## config.mk

```make
export PLATFORM = sky130hd
export DESIGN_NAME = sl_tx_sched_flat
export DESIGN_NICKNAME = d
export VERILOG_FILES = /design/src/rtl/sl_tx_sched_if.sv /design/src/rtl/sl_tx_sched.sv /design/src/flat_wrapper.sv
export SDC_FILE = /design/constraint.sdc
export NUM_CORES = 1
export LEC_CHECK = 0
export CAP_MARGIN = 30
export CORE_MARGIN = 2
export CORE_UTILIZATION = 51
export CTS_CLUSTER_SIZE = 12
export DETAILED_ROUTE_END_ITERATION = 10
export GPL_TIMING_DRIVEN = 0
export PLACE_DENSITY = 0.9
export SLEW_MARGIN = 20
export SYNTH_ARGS = -nofsm -noshare
export SYNTH_HDL_FRONTEND = slang
export SYNTH_SLANG_ARGS = --single-unit
```

## constraint.sdc

```tcl
create_clock -name clk -period 4 [get_ports clk]
set_input_delay 0.4 -clock clk [delete_from_list [all_inputs] [get_ports clk]]
set_output_delay 0.4 -clock clk [all_outputs]
set_load 0.02 [all_outputs]
```

## src/rtl/sl_tx_sched_if.sv

```systemverilog
// rtl/sl_tx_sched_if.sv - two-requester word handshake bundle for sl_tx_sched
interface sl_tx_sched_if;
    logic        req0_valid;
    logic [31:0] req0_data;
    logic [5:0]  req0_len;
    logic        req0_ready;
    logic        req1_valid;
    logic [31:0] req1_data;
    logic [5:0]  req1_len;
    logic        req1_ready;

    modport master (
        output req0_valid, req0_data, req0_len,
        output req1_valid, req1_data, req1_len,
        input  req0_ready, req1_ready
    );

    modport slave (
        input  req0_valid, req0_data, req0_len,
        input  req1_valid, req1_data, req1_len,
        output req0_ready, req1_ready
    );
endinterface

```

## src/rtl/sl_tx_sched.sv

```systemverilog
// rtl/sl_tx_sched.sv - round-robin two-requester SL line transmitter (pulse bits, parity, stop, gap)
// Optional parity injection input guarded by SL_TX_PARITY_INJ_EN.
module sl_tx_sched #(
    parameter int HALF_BIT = 16,
    parameter int GAP      = 16,
    parameter int LEN_MIN  = 8,
    parameter int LEN_MAX  = 32
) (
    input  logic             clk,
    input  logic             reset,
    sl_tx_sched_if.slave     req,
`ifdef SL_TX_PARITY_INJ_EN
    input  logic             inj_parity,
`endif
    output logic             sl0,
    output logic             sl1,
    output logic             busy,
    output logic             grant_id,
    output logic             done,
    output logic             len_err
);
    localparam int CNT_W = $clog2((HALF_BIT > GAP ? HALF_BIT : GAP) + 1);
    localparam logic [CNT_W-1:0] HB_LAST  = CNT_W'(HALF_BIT - 1);
    localparam logic [CNT_W-1:0] GAP_LAST = CNT_W'(GAP - 1);
    localparam logic [5:0] LEN_MIN_V = 6'(LEN_MIN);
    localparam logic [5:0] LEN_MAX_V = 6'(LEN_MAX);

    typedef enum logic [2:0] {
        S_IDLE, S_BIT_LO, S_BIT_HI, S_PAR_LO, S_PAR_HI, S_STOP_LO, S_STOP_HI, S_GAP
    } state_t;

    state_t           state_q, state_d;
    logic [CNT_W-1:0] cnt_q, cnt_d;
    logic [4:0]       idx_q, idx_d;
    logic [5:0]       len_q, len_d;
    logic [31:0]      data_q, data_d;
    logic             ones_q, ones_d;
    logic             inj_q, inj_d;
    logic             prefer_q, prefer_d;
    logic             grant_q, grant_d;
    logic             sl0_q, sl0_d, sl1_q, sl1_d;
    logic             busy_q, busy_d, done_q, done_d, len_err_q, len_err_d;

    logic        sel, idle, accept, len_ok, last, acc_inj;
    logic [5:0]  acc_len;
    logic [31:0] acc_data;

    // With only one requester valid it wins; otherwise the round-robin pointer decides.
    always_comb begin
        sel = prefer_q;
        if (req.req0_valid && !req.req1_valid)
            sel = 1'b0;
        else if (!req.req0_valid && req.req1_valid)
            sel = 1'b1;
    end

    assign idle           = (state_q == S_IDLE);
    assign req.req0_ready = idle && !sel;
    assign req.req1_ready = idle && sel;
    assign accept         = idle && (sel ? req.req1_valid : req.req0_valid);
    assign acc_len        = sel ? req.req1_len : req.req0_len;
    assign acc_data       = sel ? req.req1_data : req.req0_data;
    assign len_ok         = (acc_len >= LEN_MIN_V) && (acc_len <= LEN_MAX_V);
    assign last           = (cnt_q == '0);
`ifdef SL_TX_PARITY_INJ_EN
    assign acc_inj = inj_parity;
`else
    assign acc_inj = 1'b0;
`endif

    always_comb begin
        state_d   = state_q;
        cnt_d     = cnt_q - 1'b1;
        idx_d     = idx_q;
        len_d     = len_q;
        data_d    = data_q;
        ones_d    = ones_q;
        inj_d     = inj_q;
        prefer_d  = prefer_q;
        grant_d   = grant_q;
        len_err_d = 1'b0;
        case (state_q)
            S_IDLE: begin
                cnt_d = cnt_q;
                if (accept) begin
                    prefer_d = ~sel;
                    if (len_ok) begin
                        state_d = S_BIT_LO;
                        cnt_d   = HB_LAST;
                        idx_d   = '0;
                        len_d   = acc_len;
                        data_d  = acc_data;
                        ones_d  = 1'b0;
                        inj_d   = acc_inj;
                        grant_d = sel;
                    end else begin
                        len_err_d = 1'b1;
                    end
                end
            end
            S_BIT_LO:  if (last) begin state_d = S_BIT_HI;  cnt_d = HB_LAST; end
            S_BIT_HI: if (last) begin
                cnt_d  = HB_LAST;
                ones_d = ones_q ^ data_q[idx_q];
                if ({1'b0, idx_q} == len_q - 6'd1) begin
                    state_d = S_PAR_LO;
                end else begin
                    idx_d   = idx_q + 5'd1;
                    state_d = S_BIT_LO;
                end
            end
            S_PAR_LO:  if (last) begin state_d = S_PAR_HI;  cnt_d = HB_LAST; end
            S_PAR_HI:  if (last) begin state_d = S_STOP_LO; cnt_d = HB_LAST; end
            S_STOP_LO: if (last) begin state_d = S_STOP_HI; cnt_d = HB_LAST; end
            S_STOP_HI: if (last) begin state_d = S_GAP;     cnt_d = GAP_LAST; end
            S_GAP:     if (last) begin state_d = S_IDLE;    cnt_d = '0; end
            default:   state_d = S_IDLE;
        endcase
    end

    // Outputs are registered from the next state so the line moves on the cycle after accept.
    always_comb begin
        sl0_d = 1'b1;
        sl1_d = 1'b1;
        case (state_d)
            S_BIT_LO: begin
                if (data_d[idx_d]) sl1_d = 1'b0;
                else               sl0_d = 1'b0;
            end
            S_PAR_LO: begin
                if (ones_d ^ inj_d) sl0_d = 1'b0;
                else                sl1_d = 1'b0;
            end
            S_STOP_LO: begin
                sl0_d = 1'b0;
                sl1_d = 1'b0;
            end
            default: ;
        endcase
        busy_d = (state_d != S_IDLE);
        done_d = (state_d == S_GAP) && (cnt_d == '0);
    end

    always_ff @(posedge clk or posedge reset) begin
        if (reset) begin
            state_q   <= S_IDLE;
            cnt_q     <= '0;
            idx_q     <= '0;
            len_q     <= '0;
            data_q    <= '0;
            ones_q    <= 1'b0;
            inj_q     <= 1'b0;
            prefer_q  <= 1'b0;
            grant_q   <= 1'b0;
            sl0_q     <= 1'b1;
            sl1_q     <= 1'b1;
            busy_q    <= 1'b0;
            done_q    <= 1'b0;
            len_err_q <= 1'b0;
        end else begin
            state_q   <= state_d;
            cnt_q     <= cnt_d;
            idx_q     <= idx_d;
            len_q     <= len_d;
            data_q    <= data_d;
            ones_q    <= ones_d;
            inj_q     <= inj_d;
            prefer_q  <= prefer_d;
            grant_q   <= grant_d;
            sl0_q     <= sl0_d;
            sl1_q     <= sl1_d;
            busy_q    <= busy_d;
            done_q    <= done_d;
            len_err_q <= len_err_d;
        end
    end

    assign sl0      = sl0_q;
    assign sl1      = sl1_q;
    assign busy     = busy_q;
    assign grant_id = grant_q;
    assign done     = done_q;
    assign len_err  = len_err_q;
endmodule

```

## src/flat_wrapper.sv

```systemverilog
// flat-port wrapper written by rule: the top's interface ports become plain ports
module sl_tx_sched_flat 
#(
    parameter int HALF_BIT = 16,
    parameter int GAP      = 16,
    parameter int LEN_MIN  = 8,
    parameter int LEN_MAX  = 32
)
  (clk, reset, sl0, sl1, busy, grant_id, done, len_err, req_req0_valid, req_req0_data, req_req0_len, req_req1_valid, req_req1_data, req_req1_len, req_req0_ready, req_req1_ready);
  sl_tx_sched_if req_i ();
  input  logic clk;
  input  logic reset;
  output logic sl0;
  output logic sl1;
  output logic busy;
  output logic grant_id;
  output logic done;
  output logic len_err;
  input wire logic [$bits(req_i.req0_valid)-1:0] req_req0_valid;
  input wire logic [$bits(req_i.req0_data)-1:0] req_req0_data;
  input wire logic [$bits(req_i.req0_len)-1:0] req_req0_len;
  input wire logic [$bits(req_i.req1_valid)-1:0] req_req1_valid;
  input wire logic [$bits(req_i.req1_data)-1:0] req_req1_data;
  input wire logic [$bits(req_i.req1_len)-1:0] req_req1_len;
  output wire logic [$bits(req_i.req0_ready)-1:0] req_req0_ready;
  output wire logic [$bits(req_i.req1_ready)-1:0] req_req1_ready;
  assign req_i.req0_valid = req_req0_valid;
  assign req_i.req0_data = req_req0_data;
  assign req_i.req0_len = req_req0_len;
  assign req_i.req1_valid = req_req1_valid;
  assign req_i.req1_data = req_req1_data;
  assign req_i.req1_len = req_req1_len;
  assign req_req0_ready = req_i.req0_ready;
  assign req_req1_ready = req_i.req1_ready;
  sl_tx_sched #(.HALF_BIT(HALF_BIT), .GAP(GAP), .LEN_MIN(LEN_MIN), .LEN_MAX(LEN_MAX)) u_core (.clk(clk), .reset(reset), .req(req_i), .sl0(sl0), .sl1(sl1), .busy(busy), .grant_id(grant_id), .done(done), .len_err(len_err));
endmodule
```

==> results of run 1 <==
==> power breakdown <==
| part | leakage [nW] | total (mW) | switching, mW | internal, mW |
|---|---|---|---|---|
| Combinational | 1.53 | 1.94 | 0.917 | 1.03 |
| Clock | 0.0868 | 0.474 | 0.252 | 0.222 |
| Sequential | 0.723 | 1.08 | 0.200 | 0.882 |
| Total | 2.34 | 3.50 | 1.37 | 2.13 |
==> Yosys cell counts, types with 2 or more instances <==
library cell | count | area (um^2)
sky130_fd_sc_hd__dfrtp_1 | 58 | 1450
sky130_fd_sc_hd__mux2_2 | 54 | 608
sky130_fd_sc_hd__inv_1 | 37 | 139
sky130_fd_sc_hd__mux2i_1 | 24 | 240
sky130_fd_sc_hd__o21ai_0 | 20 | 100
sky130_fd_sc_hd__nor2_1 | 18 | 67.6
sky130_fd_sc_hd__nand2_1 | 17 | 63.8
sky130_fd_sc_hd__a21oi_1 | 12 | 60.1
sky130_fd_sc_hd__mux4_2 | 12 | 270
sky130_fd_sc_hd__clkbuf_1 | 7 | 26.3
sky130_fd_sc_hd__buf_6 | 6 | 67.6
sky130_fd_sc_hd__nor3_1 | 6 | 30.0
sky130_fd_sc_hd__xnor2_1 | 6 | 52.6
sky130_fd_sc_hd__and2_1 | 4 | 25.0
sky130_fd_sc_hd__mux4_1 | 4 | 105
sky130_fd_sc_hd__nand4_1 | 4 | 25.0
sky130_fd_sc_hd__a21o_2 | 3 | 26.3
sky130_fd_sc_hd__buf_2 | 3 | 15.0
sky130_fd_sc_hd__ha_1 | 3 | 37.5
sky130_fd_sc_hd__nand3_1 | 3 | 15.0
sky130_fd_sc_hd__nor3b_1 | 3 | 22.5
sky130_fd_sc_hd__nor4b_1 | 3 | 26.3
sky130_fd_sc_hd__o211ai_1 | 3 | 22.5
sky130_fd_sc_hd__or3_1 | 3 | 18.8
sky130_fd_sc_hd__xor2_1 | 3 | 26.3
sky130_fd_sc_hd__and3b_2 | 2 | 20.0
sky130_fd_sc_hd__buf_1 | 2 | 7.51
sky130_fd_sc_hd__dfstp_2 | 2 | 52.6
sky130_fd_sc_hd__nand2b_1 | 2 | 12.5
sky130_fd_sc_hd__o31a_1 | 2 | 17.5
sky130_fd_sc_hd__o31ai_1 | 2 | 15.0
sky130_fd_sc_hd__or2_2 | 2 | 12.5
sky130_fd_sc_hd__or4_1 | 2 | 15.0
sky130_fd_sc_hd__or4_2 | 2 | 17.5
==> logic make-up (layout without fill, tap and decap cells) <==
family          count (synthesis)  count (layout)
mux                            94              94
simple gates                   76              76
flops                          60              60
compound gates                 57              57
buf+inv                        57             174
xor+xnor                        9               9
fa+ha+maj                       3               3
==> flip-flops by register name, indices dropped and copies added, names as in the netlist <==
| signal | flops |
|---|---|
| u_core.idx_q | 5 |
| u_core.ones_q | 1 |
| u_core.data_q | 32 |
| u_core.grant_id | 1 |
| u_core.done | 1 |
| u_core.len_q | 6 |
| u_core.sl1 | 1 |
| u_core.cnt_q | 5 |
| u_core.sl0 | 1 |
| u_core.len_err | 1 |
| u_core.inj_q | 1 |
| u_core.prefer_q | 1 |
| u_core.busy | 1 |
| u_core.state_q | 3 |
==> worst paths after layout <==
path | slack (ps) | to | from | cells after the start
min reg2reg | 520 | u_core.grant_id | u_core.grant_id | 1
min | 430 | u_core.prefer_q | req_req0_valid | 3
max | 100 | u_core.sl1 | u_core.len_q[2] | 13
max in group asynchronous | 2940 | u_core.len_q[0] | reset | 2
max reg2reg | 100 | u_core.sl1 | u_core.len_q[2] | 13
min in group asynchronous | 520 | u_core.data_q[31] | reset | 2
==> tightest hold or removal path, delay by kind of cell <==
family          cells  cell delay [ps]
buf+inv             1              160
compound gates      2              190
==> through the flow <==
step | setup WS [ps] | power [mW] | area [um^2] | setup TNS (ps)
CTS | 1.60 | 3.35 | 5170 | 0
detailed placement | -724 | 2.80 | 4910 | -1440
global placement | -583 | 2.69 | 4910 | -1150
finish | 96.4 | 3.50 | 5310 | 0
global route | -49.1 | 3.71 | 5310 | -49.1
floorplan | 357 | 2.31 | 3910 | 0
==> final cells by class <==
type,count,share of cell area [%]
Buffer,20,3.25
Clock buffer,11,2.47
Clock inverter,5,0.542
Inverter,37,2.66
Multi-Input combinational cell,239,41.9
Sequential cell,60,28.4
Tap cell,99,2.33
Timing Repair Buffer,101,18.5
==> metal layers <==
layer / wire length, um / vias to the layer above / global-route usage [%]
met5: 0 / - / 0
met4: 416 / 0 / 13.8
met3: 741 / 38 / 4.98
met2: 5190 / 167 / 43.7
met1: 3720 / 1603 / 28.1
li1: - / 1513 / -
==> timing repair <==
item                                    in CTS  in global routing
gates resized for setup                     12                 29
buffers inserted                             9                  5
endpoints found under the hold margin        0                  0
pin swaps                                    1                  7
cloned                                       0                  0
endpoints found under the setup margin       2                  2
==> implementation parameters, run 1 <==
Parameter                              Value

Run status
  Outcome    finished, final reports clean

Finish
  # fillers    492
  Fraction of layout instances using a drive strength above 1    around 31%
  Register cell area after layout    approximately 1500 um^2
  Post-layout util    slightly above 70%
  Number of cells in the finished layout apart from fillers    about 570
  Top library cells by usage in the layout, fill and taps aside    85 x sky130_fd_sc_hd__clkdlybuf4s50_1, 56 x sky130_fd_sc_hd__dfrtp_1, 54 x sky130_fd_sc_hd__mux2_2, 36 x sky130_fd_sc_hd__inv_1, 20 x sky130_fd_sc_hd__mux2i_1
  Most common cell after layout, fill and taps aside    sky130_fd_sc_hd__clkdlybuf4s50_1
  Number of nets in the final layout    ~550
  Footprint of the multi-input gates    2220 um^2
  Antenna diode instance count    0
  Area growth from synthesis to layout    35.6%

Pwr
  Maximum vdd drop    0.338 mV
  Power density over the cells    roughly 660 nW/um^2
  Leakage power figure    roughly 2.3 nW

Drt
  Remaining antenna violation count after routing    0
  Initial DRT Pass Iterations    4
  Mean number of vias per cell    approximately 5.8
  Detailed-route DRC error count    0
  Iteration-0 DRC Markers    221
  Routed length per placed instance    ~18 um
  Post-detailed-routing wire length    approximately 10 mm
  Overall via count from detail_route    ~3,300

Floorplan
  Starting Density    between 50% and 60%
  Horizontal die dimension    between 90 and 100 um
  Die area    ~8400 um^2
  Boundary Pins    a little under 90
  Number of standard-cell rows in the floorplan    31
  Die Span Y    91.6 um
  Placeable Area    about 7300 um^2

CTS
  Root buffer cell    sky130_fd_sc_hd__clkbuf_8
  Clock buffer depth    2
  Number of buffers created by CTS    9
  Clock transition at the register clock pins on the worst setup and hold paths after CTS    70 ps
  TritonCTS clock tree    yes
  Clock insertion delay at the later pin of the skew report    350 ps
  Number of sinks on the clock net    60
  Post-CTS Hold Buffers    0
  CTS H-tree lvls    3

Logic synthesis
  Synth Net Count    between 400 and 500
  Async set-or-reset flop fraction in the synthesized netlist    100%
  Per-instance average area after synthesis    11.0 um^2
  Number of warning messages in the yosys log    0
  Post-synthesis mux area share    approximately 31%
  Adder and majority cell fraction of the synthesized area    less than 1%
  Share of synthesized cell area in and, or, nand and nor gates    10.6%
  Share of the synthesized netlist area taken by xor and xnor gates    2.01%
  Fraction of the mapped netlist area in compound gates    about a tenth
  Yosys cell types    56
  Post-Syn Area    roughly 3900 um^2
  Combinational family with the most area after synthesis    multiplexers
  Portion of the post-synthesis area used by sequential elements    38.4%
  Number of enable-type register cells in the synthesized netlist    0
  Most used flip-flop cell after synthesis    sky130_fd_sc_hd__dfrtp_1
  Post-synthesis sequential element count    60
  Gate Count Post-Synth    ~360

Placement
  Instance count after placement with tap cells included    ~540
  Number of buffers inserted by port buffering    87
  Final GP Congestion    between 0.8 and 0.9
  Post-DP HPWL    between 7 and 8 mm

Timing
  Fraction of the cycle the final worst path needs    between 90% and 100%
  Crit path time final    between 3000 and 4000 ps
  Hold Slack    433 ps
  Worst-margin pin slew    726 ps
  Final number of hold-violating endpoints    0
  Max-slew violation count    0
  Rel. slew slack    51.6%
  Worst clock skew    9.28 ps
  F_max    roughly 0.26 GHz
  Endpoints failing setup    0

Critical path
  Worst Setup Start Kind    flip-flop
  Worst path arrival time    4170 ps
  CP Buf/Inv Count    2
  Top cell family by delay on the critical path    simple AND/OR/NAND/NOR gates
  Maximum cell stage delay along the critical path    around 560 ps
  Critical-path cell list    or4_1 -> o21ai_0 -> nor4b_2 -> and2_1 -> buf_6 -> or3_1 -> o21a_1 -> buf_6 -> mux4_2 -> nor2_1 -> nor4b_1 -> or4_4 -> a221oi_2
  Max stage delay cell, worst path    sky130_fd_sc_hd__or4_4
  Classification of the worst setup path    reg2reg
  Kind of capture point of the worst setup path    flip-flop
  Most frequent cell on the critical path    sky130_fd_sc_hd__buf_6
  Crit Path Max Fanout    9
  Data required time at the worst endpoint    between 4000 and 5000 ps

Run
  Max_cap viols    0

Global routing
  All-layer global routing usage    ~25%
  Vias in the first global route    approximately 3,500
  Aggregate global routing overflow    0
  Largest net degree at the start of global routing    61
  Antenna violations before repair    0
  Global-route wire length before repair    around 16 mm

Worst hold path
  Kind of path behind the tightest hold check    in2reg
(Power assumes the default switching activity.)
==> inputs of run 2 (changes only) <==
- CAP_MARGIN: 30 -> 20
- SLEW_MARGIN: 20 -> 0
==> run 2 against run 1 <==
Combinational power fell by 2%. Sequential cell count did not move. Setup slack got worse by 4.1 ps. Clock skew rose by 1.3 ps. Die area did not move. Clock-buffer cell count rose by 2. Hold slack got worse by 62 ps. Sequential share of layout area fell by 0.26 points. First-iteration DRC count fell by 11%. Utilization rose by 0.67 points. Fmax fell by 0.10%.
==> implementation parameters, run 2 (synthesis results as in run 1) <==
Parameter                              Value

Floorplan
  Starting Density    53.4% (unchanged)
  Die Span Y    91.6 um (unchanged)
  Number of standard-cell rows in the floorplan    31 (unchanged)
  Placeable Area    7330 um^2 (unchanged)
  Horizontal die dimension    91.6 um (unchanged)
  Boundary Pins    88 (unchanged)
  Die area    8390 um^2 (unchanged)

CTS
  Clock buffer depth    2 (unchanged)
  Clock transition at the register clock pins on the worst setup and hold paths after CTS    70 ps (about the same)
  TritonCTS clock tree    yes
  Number of buffers created by CTS    9 (unchanged)
  CTS H-tree lvls    3 (unchanged)
  Root buffer cell    sky130_fd_sc_hd__clkbuf_8
  Clock insertion delay at the later pin of the skew report    350 ps (about the same)
  Post-CTS Hold Buffers    0 (unchanged)
  Number of sinks on the clock net    60 (unchanged)

Placement
  Instance count after placement with tap cells included    543 (+0.18%)
  Post-DP HPWL    7.04 mm (-0.98%)
  Final GP Congestion    0.829 (unchanged)
  DP Area    4930 um^2 (+0.36%)
  Number of buffers inserted by port buffering    87 (unchanged)

Pwr
  Internal power    2.24 mW (+5.0%)
  Clk network pwr share    16.4% (+2.9 points)
  Switching fraction of total power    37.3% (-1.8 points)
  Sequential power share    30.2% (-0.7 points)
  Combinational fraction of design power    53.4% (-2.2 points)
  Switching power total    1.33 mW (-2.8%)
  Power density over the cells    666 nW/um^2 (+1.0%)
  Leakage power figure    2.37 nW (+1.4%)
  Maximum vdd drop    0.302 mV (-10%)

Drt
  Overall via count from detail_route    3,274 (-1.4%)
  Initial DRT Pass Iterations    5 (+1)
  Mean number of vias per cell    5.71 (-1.6%)
  Met1 routed wirelength after detailed routing    3.99 mm (+7.3%)
  Remaining antenna violation count after routing    0 (unchanged)
  Detailed-route DRC error count    0 (unchanged)
  Detailed route wirelength on metal3    467 um (-37%)
  Amount of wire on met2 after detailed routing    5.06 mm (-2.4%)
  Post-detailed-routing wire length    9.82 mm (-2.5%)
  Topmost layer with routed signal wires    met4
  Routed length per placed instance    17.1 um (-2.6%)
  Iteration-0 DRC Markers    196 (-11%)

Timing
  F_max    0.256 GHz (-0.10%)
  Final number of hold-violating endpoints    0 (unchanged)
  Rel. slew slack    57.1% (+5.5 points)
  Fraction of the cycle the final worst path needs    97.7% (+0.10 points)
  Worst-margin pin slew    644 ps (-81.9 ps)
  Endpoints failing setup    0 (unchanged)
  Crit path time final    3910 ps (+4.06 ps)
  Worst clock skew    10.6 ps (+1.29 ps)
  Max-slew violation count    0 (unchanged)

Worst hold path
  Kind of path behind the tightest hold check    in2async

Run
  Max_cap viols    0 (unchanged)

Global routing
  Global-route wire length before repair    15.9 mm (-2.7%)
  Vias in the first global route    3,328 (-4.1%)
  Antenna violations before repair    0 (unchanged)
  Aggregate global routing overflow    0 (unchanged)
  Largest net degree at the start of global routing    43 (-30%)
  All-layer global routing usage    24.0% (-0.89 points)

Finish
  Biggest register    u_core.data_q
  # fillers    480 (-2.4%)
  Number of flip-flops under the largest register name    32 (unchanged)
  Design area    5360 um^2 (+0.92%)
  Antenna diode instance count    0 (unchanged)
  Fraction of layout instances using a drive strength above 1    29.7% (-0.91 points)
  Most common cell after layout, fill and taps aside    sky130_fd_sc_hd__clkdlybuf4s50_1
  Number of nets in the final layout    552 (+0.18%)
  Top library cells by usage in the layout, fill and taps aside    85 x sky130_fd_sc_hd__clkdlybuf4s50_1, 56 x sky130_fd_sc_hd__dfrtp_1, 54 x sky130_fd_sc_hd__mux2_2, 36 x sky130_fd_sc_hd__inv_1, 21 x sky130_fd_sc_hd__mux2i_1
  Leading registers by flop count    u_core.data_q (32), u_core.len_q (6)
  Number of cells in the finished layout apart from fillers    573 (+0.17%)
  Area growth from synthesis to layout    36.9%

Critical path
  Kind of capture point of the worst setup path    flip-flop
  Launch instance of the worst register-to-register path    u_core.len_q[0]
  Classification of the worst setup path    reg2reg
  Crit Path Max Fanout    9 (unchanged)
  Launch point of the critical path    u_core.len_q[0]
  Worst path arrival time    4170 ps (about the same)
  Data required time at the worst endpoint    4260 ps (about the same)
  Worst Setup Start Kind    flip-flop

Run status
  Outcome    finished, final reports clean
## run 2: cell count changes in the layout (fill, tap and decap cells not counted), moves of 2 or more
cell,previous run,this run
sky130_fd_sc_hd__mux2i_2,0,3
sky130_fd_sc_hd__mux4_1,0,3
sky130_fd_sc_hd__mux2i_4,4,0
sky130_fd_sc_hd__buf_4,14,12
sky130_fd_sc_hd__mux4_2,16,13
sky130_fd_sc_hd__buf_12,1,3
sky130_fd_sc_hd__clkinv_2,4,1
sky130_fd_sc_hd__clkbuf_8,11,14
## run 2: final cells by class
class,count,area [um^2],share of cell area [%]
Multi-Input combinational cell,239,2190,40.8
Sequential cell,60,1510,28.1
Timing Repair Buffer,102,1020,19.1
Clock buffer,13,169,3.15
Buffer,20,168,3.13
Inverter,37,139,2.59
Tap cell,99,124,2.31
Clock inverter,3,43.8,0.817
## run 2: routing by layer
layer  track usage [%]  up-vias
met1              28.8     1585
li1                  -     1519
met5                 0        -
met2              42.5      137
met4              10.7        0
met3              3.49       33
## run 2: final timing paths
kind,end,slack (ps),cells after the start
worst min register to register,u_core.inj_q,520,2
min in group clk,u_core.prefer_q,430,3
worst max-delay path,u_core.sl1,90,14
max in group asynchronous,u_core.len_q[0],3030,3
worst max register to register,u_core.sl1,90,14
worst min-delay path,u_core.data_q[26],370,2
## run 2: power by group through the flow
stage                     combinational [mW]  sequential [mW]  clock (mW)
after CTS                               1.82             1.07       0.584
after detailed placement                1.73             1.07           0
after global routing                    2.05             1.11       0.613
after global placement                  1.64             1.05           0
after floorplan                         1.27             1.04           0
final                                   1.90             1.08       0.584
## run 2: what timing repair did
action,CTS,global route
setup endpoints to repair,2,2
pin swaps,1,3
endpoints found under the hold margin,0,0
resized for setup,12,16
setup buffers,10,4
## run 2: critical path, stage by stage (launching register included)
cell and delay, ps:
sky130_fd_sc_hd__dfrtp_2 410, sky130_fd_sc_hd__inv_1 60, sky130_fd_sc_hd__ha_2 200, sky130_fd_sc_hd__and3b_2 210
sky130_fd_sc_hd__or4_1 500, sky130_fd_sc_hd__and2_1 190, sky130_fd_sc_hd__buf_6 130, sky130_fd_sc_hd__or3_1 340
sky130_fd_sc_hd__o21a_1 120, sky130_fd_sc_hd__buf_6 140, sky130_fd_sc_hd__mux4_1 500, sky130_fd_sc_hd__nor2_1 110
sky130_fd_sc_hd__nor4b_1 60, sky130_fd_sc_hd__or4_4 560, sky130_fd_sc_hd__a221oi_2 300
## run 2: stage by stage
stage	setup TNS, ps	total power [mW]	setup slack [ps]	utilization [%]	hold slack [ps]
4_1_cts	0	3.48	25.2	72.0	384
3_5_place_dp	-1470	2.80	-740	67.2	508
2_1_floorplan	0	2.31	357	-	466
6_report	0	3.57	92.3	73.1	371
3_3_place_gp	-1150	2.69	-583	67.0	487
5_1_grt	-49.3	3.77	-49.3	73.1	417
==> inputs of run 3 (changes only) <==
- CORE_UTILIZATION: 51 -> 30
- PLACE_DENSITY: 0.9 -> 0.61
- SLEW_MARGIN: 0 -> 20
- TNS_END_PERCENT: unset -> 30
==> run 3 against run 2 <==
Via count decreased by 4.8%. Hold slack improved by 57 ps. Global-route usage decreased by 9.5 points. Setup slack improved by 15 ps. Clock power increased by 21%. Non-clock buffer count decreased by 5. Sequential share of layout area decreased by 0.76 points. Sequential cell count unchanged. Register-to-register slack about the same. Utilization decreased by 30 points. Wire length increased by 0.55%. Sequential power about the same. Critical endpoint unchanged. Largest power group unchanged. Highest routed layer unchanged.
==> implementation parameters, run 3 (synthesis results as in run 1) <==
Parameter                              Value

Run status
  Outcome    finished, final reports clean

Drt
  Remaining antenna violation count after routing    0 (unchanged)
  Overall via count from detail_route    3,117 (-4.8%)
  Initial DRT Pass Iterations    4 (-1)
  Detailed-route DRC error count    0 (unchanged)
  Routed length per placed instance    15.4 um (-10%)
  Mean number of vias per cell    4.86 (-15%)
  Iteration-0 DRC Markers    161 (-18%)
  Post-detailed-routing wire length    9.87 mm (+0.55%)

Finish
  Design area    5510 um^2 (+2.8%)
  Leading registers by flop count    u_core.data_q (32), u_core.len_q (6)
  Number of nets in the final layout    547 (-0.91%)
  Biggest register    u_core.data_q
  Number of flip-flops under the largest register name    32 (unchanged)
  Post-layout util    43.5% (-30 points)
  Most common cell after layout, fill and taps aside    sky130_fd_sc_hd__clkdlybuf4s50_1
  Top library cells by usage in the layout, fill and taps aside    85 x sky130_fd_sc_hd__clkdlybuf4s50_1, 56 x sky130_fd_sc_hd__dfrtp_1, 54 x sky130_fd_sc_hd__mux2_2, 35 x sky130_fd_sc_hd__inv_1, 20 x sky130_fd_sc_hd__mux2i_1
  # fillers    1,226 (+160%)
  Area growth from synthesis to layout    40.7%
  Fraction of layout instances using a drive strength above 1    29.6% (-0.11 points)
  Antenna diode instance count    0 (unchanged)

Timing
  Final number of hold-violating endpoints    0 (unchanged)
  F_max    0.257 GHz (+0.38%)
  Fraction of the cycle the final worst path needs    97.3% (-0.37 points)
  Worst clock skew    7.31 ps (-3.26 ps)
  Setup Total Neg Slack    0 ps (unchanged)
  Max-slew violation count    0 (unchanged)
  Endpoints failing setup    0 (unchanged)
  Worst-margin pin slew    675 ps (+31.4 ps)
  Rel. slew slack    55.0% (-2.1 points)
  Crit path time final    3890 ps (-14.7 ps)
  Hold Slack    428 ps (+57.0 ps)

CTS
  Root buffer cell    sky130_fd_sc_hd__clkbuf_16
  Post-CTS Hold Buffers    0 (unchanged)
  Clock insertion delay at the later pin of the skew report    320 ps (-30 ps)
  Clock transition at the register clock pins on the worst setup and hold paths after CTS    50 ps (-20 ps)
  Clock buffer depth    2 (unchanged)
  Number of buffers created by CTS    9 (unchanged)
  Number of sinks on the clock net    60 (unchanged)
  CTS H-tree lvls    3 (unchanged)
  TritonCTS clock tree    yes

Placement
  Number of buffers inserted by port buffering    87 (unchanged)
  Final GP Congestion    0.803 (-3.2%)
  Post-DP HPWL    7.40 mm (+5.1%)
  DP Area    5020 um^2 (+1.9%)

Critical path
  Data required time at the worst endpoint    4230 ps (-30 ps)
  Crit Path Max Fanout    10 (+1)
  Worst path arrival time    4130 ps (-40 ps)
  Worst Setup Start Kind    flip-flop
  Kind of capture point of the worst setup path    flip-flop
  Classification of the worst setup path    reg2reg

Pwr
  Post-layout total power    3.66 mW (+2.6%)
  Maximum vdd drop    0.253 mV (-16%)
  Power density over the cells    664 nW/um^2 (-0.22%)
  Leakage power figure    2.38 nW (+0.70%)

Global routing
  Aggregate global routing overflow    0 (unchanged)
  Vias in the first global route    3,379 (+1.5%)
  Antenna violations before repair    0 (unchanged)
  Global-route wire length before repair    16.3 mm (+2.8%)
  Largest net degree at the start of global routing    32 (-26%)
  All-layer global routing usage    14.5% (-9.5 points)

Floorplan
  Starting Density    30.9% (-23 points)
  Boundary Pins    88 (unchanged)
  Number of standard-cell rows in the floorplan    41 (+32%)
  Die Span Y    118 um (+29%)
  Horizontal die dimension    118 um (+29%)
  Die area    14,000 um^2 (+67%)
  Placeable Area    12,700 um^2 (+73%)

Worst hold path
  Kind of path behind the tightest hold check    in2async

Run
  Max_cap viols    0 (unchanged)
## run 3: cell count changes in the layout (fill, tap and decap cells not counted), sizes merged
cell and change:
dlygate4sd2 -1, dlymetal6s2s +1, buf -5, bufinv -1, clkinvlp +2, clkbuf -1
## run 3: metrics by stage
step                setup WS, ps  instances
floorplan                    357        356
global placement            -704        615
detailed placement          -724        616
CTS                         12.4        637
global route               -68.2        641
finish                       107        641
## run 3: worst paths after layout
| check | depth (start not counted) | from | to | slack [ps] |
|---|---|---|---|---|
| setup / recovery | 13 | u_core.cnt_q[0] | u_core.sl1 | 110 |
| hold / removal | 2 | reset | u_core.data_q[30] | 430 |
| setup reg to reg | 13 | u_core.cnt_q[0] | u_core.sl1 | 110 |
| hold reg to reg | 1 | u_core.grant_id | u_core.grant_id | 510 |
| max in group asynchronous | 3 | reset | u_core.data_q[9] | 3070 |
| min in group clk | 3 | req_req0_valid | u_core.prefer_q | 450 |
## run 3: routing by layer
metal | GRT usage [%] | wire (um)
met5 | 0 | 0
met4 | 3.46 | 74
met3 | 3.57 | 480
met1 | 17.9 | 4400
met2 | 25.3 | 4920
## run 3: what timing repair did
item                                    in CTS  in global routing
pin swaps                                    2                  5
buffers inserted                             5                  4
resized for setup                           15                 22
endpoints found under the setup margin       2                  2
## run 3: area by class of cell
class	instances	area, um^2	area share, %
Timing Repair Buffer	97	976	17.7
Buffer	20	166	3.02
Sequential cell	60	1510	27.4
Clock inverter	4	25.0	0.454
Multi-Input combinational cell	239	2230	40.5
Clock buffer	12	246	4.48
Inverter	37	141	2.57
Tap cell	172	215	3.91
## run 3: worst max-delay path, stage by stage, from the launching register on
cell and delay (ps):
sky130_fd_sc_hd__dfrtp_1 410, sky130_fd_sc_hd__inv_1 110, sky130_fd_sc_hd__ha_1 200, sky130_fd_sc_hd__or3b_4 420, sky130_fd_sc_hd__or2_4 270, sky130_fd_sc_hd__a21oi_1 140, sky130_fd_sc_hd__mux2_2 340, sky130_fd_sc_hd__a22oi_1 280
sky130_fd_sc_hd__buf_6 240, sky130_fd_sc_hd__mux4_1 300, sky130_fd_sc_hd__mux2i_1 160, sky130_fd_sc_hd__nor3b_1 70, sky130_fd_sc_hd__or4_4 570, sky130_fd_sc_hd__a221oi_2 280
## run 3: power by group
group          switching [mW]  internal [mW]
clock                   0.270          0.434
sequential              0.189          0.883
combinational           0.861           1.02
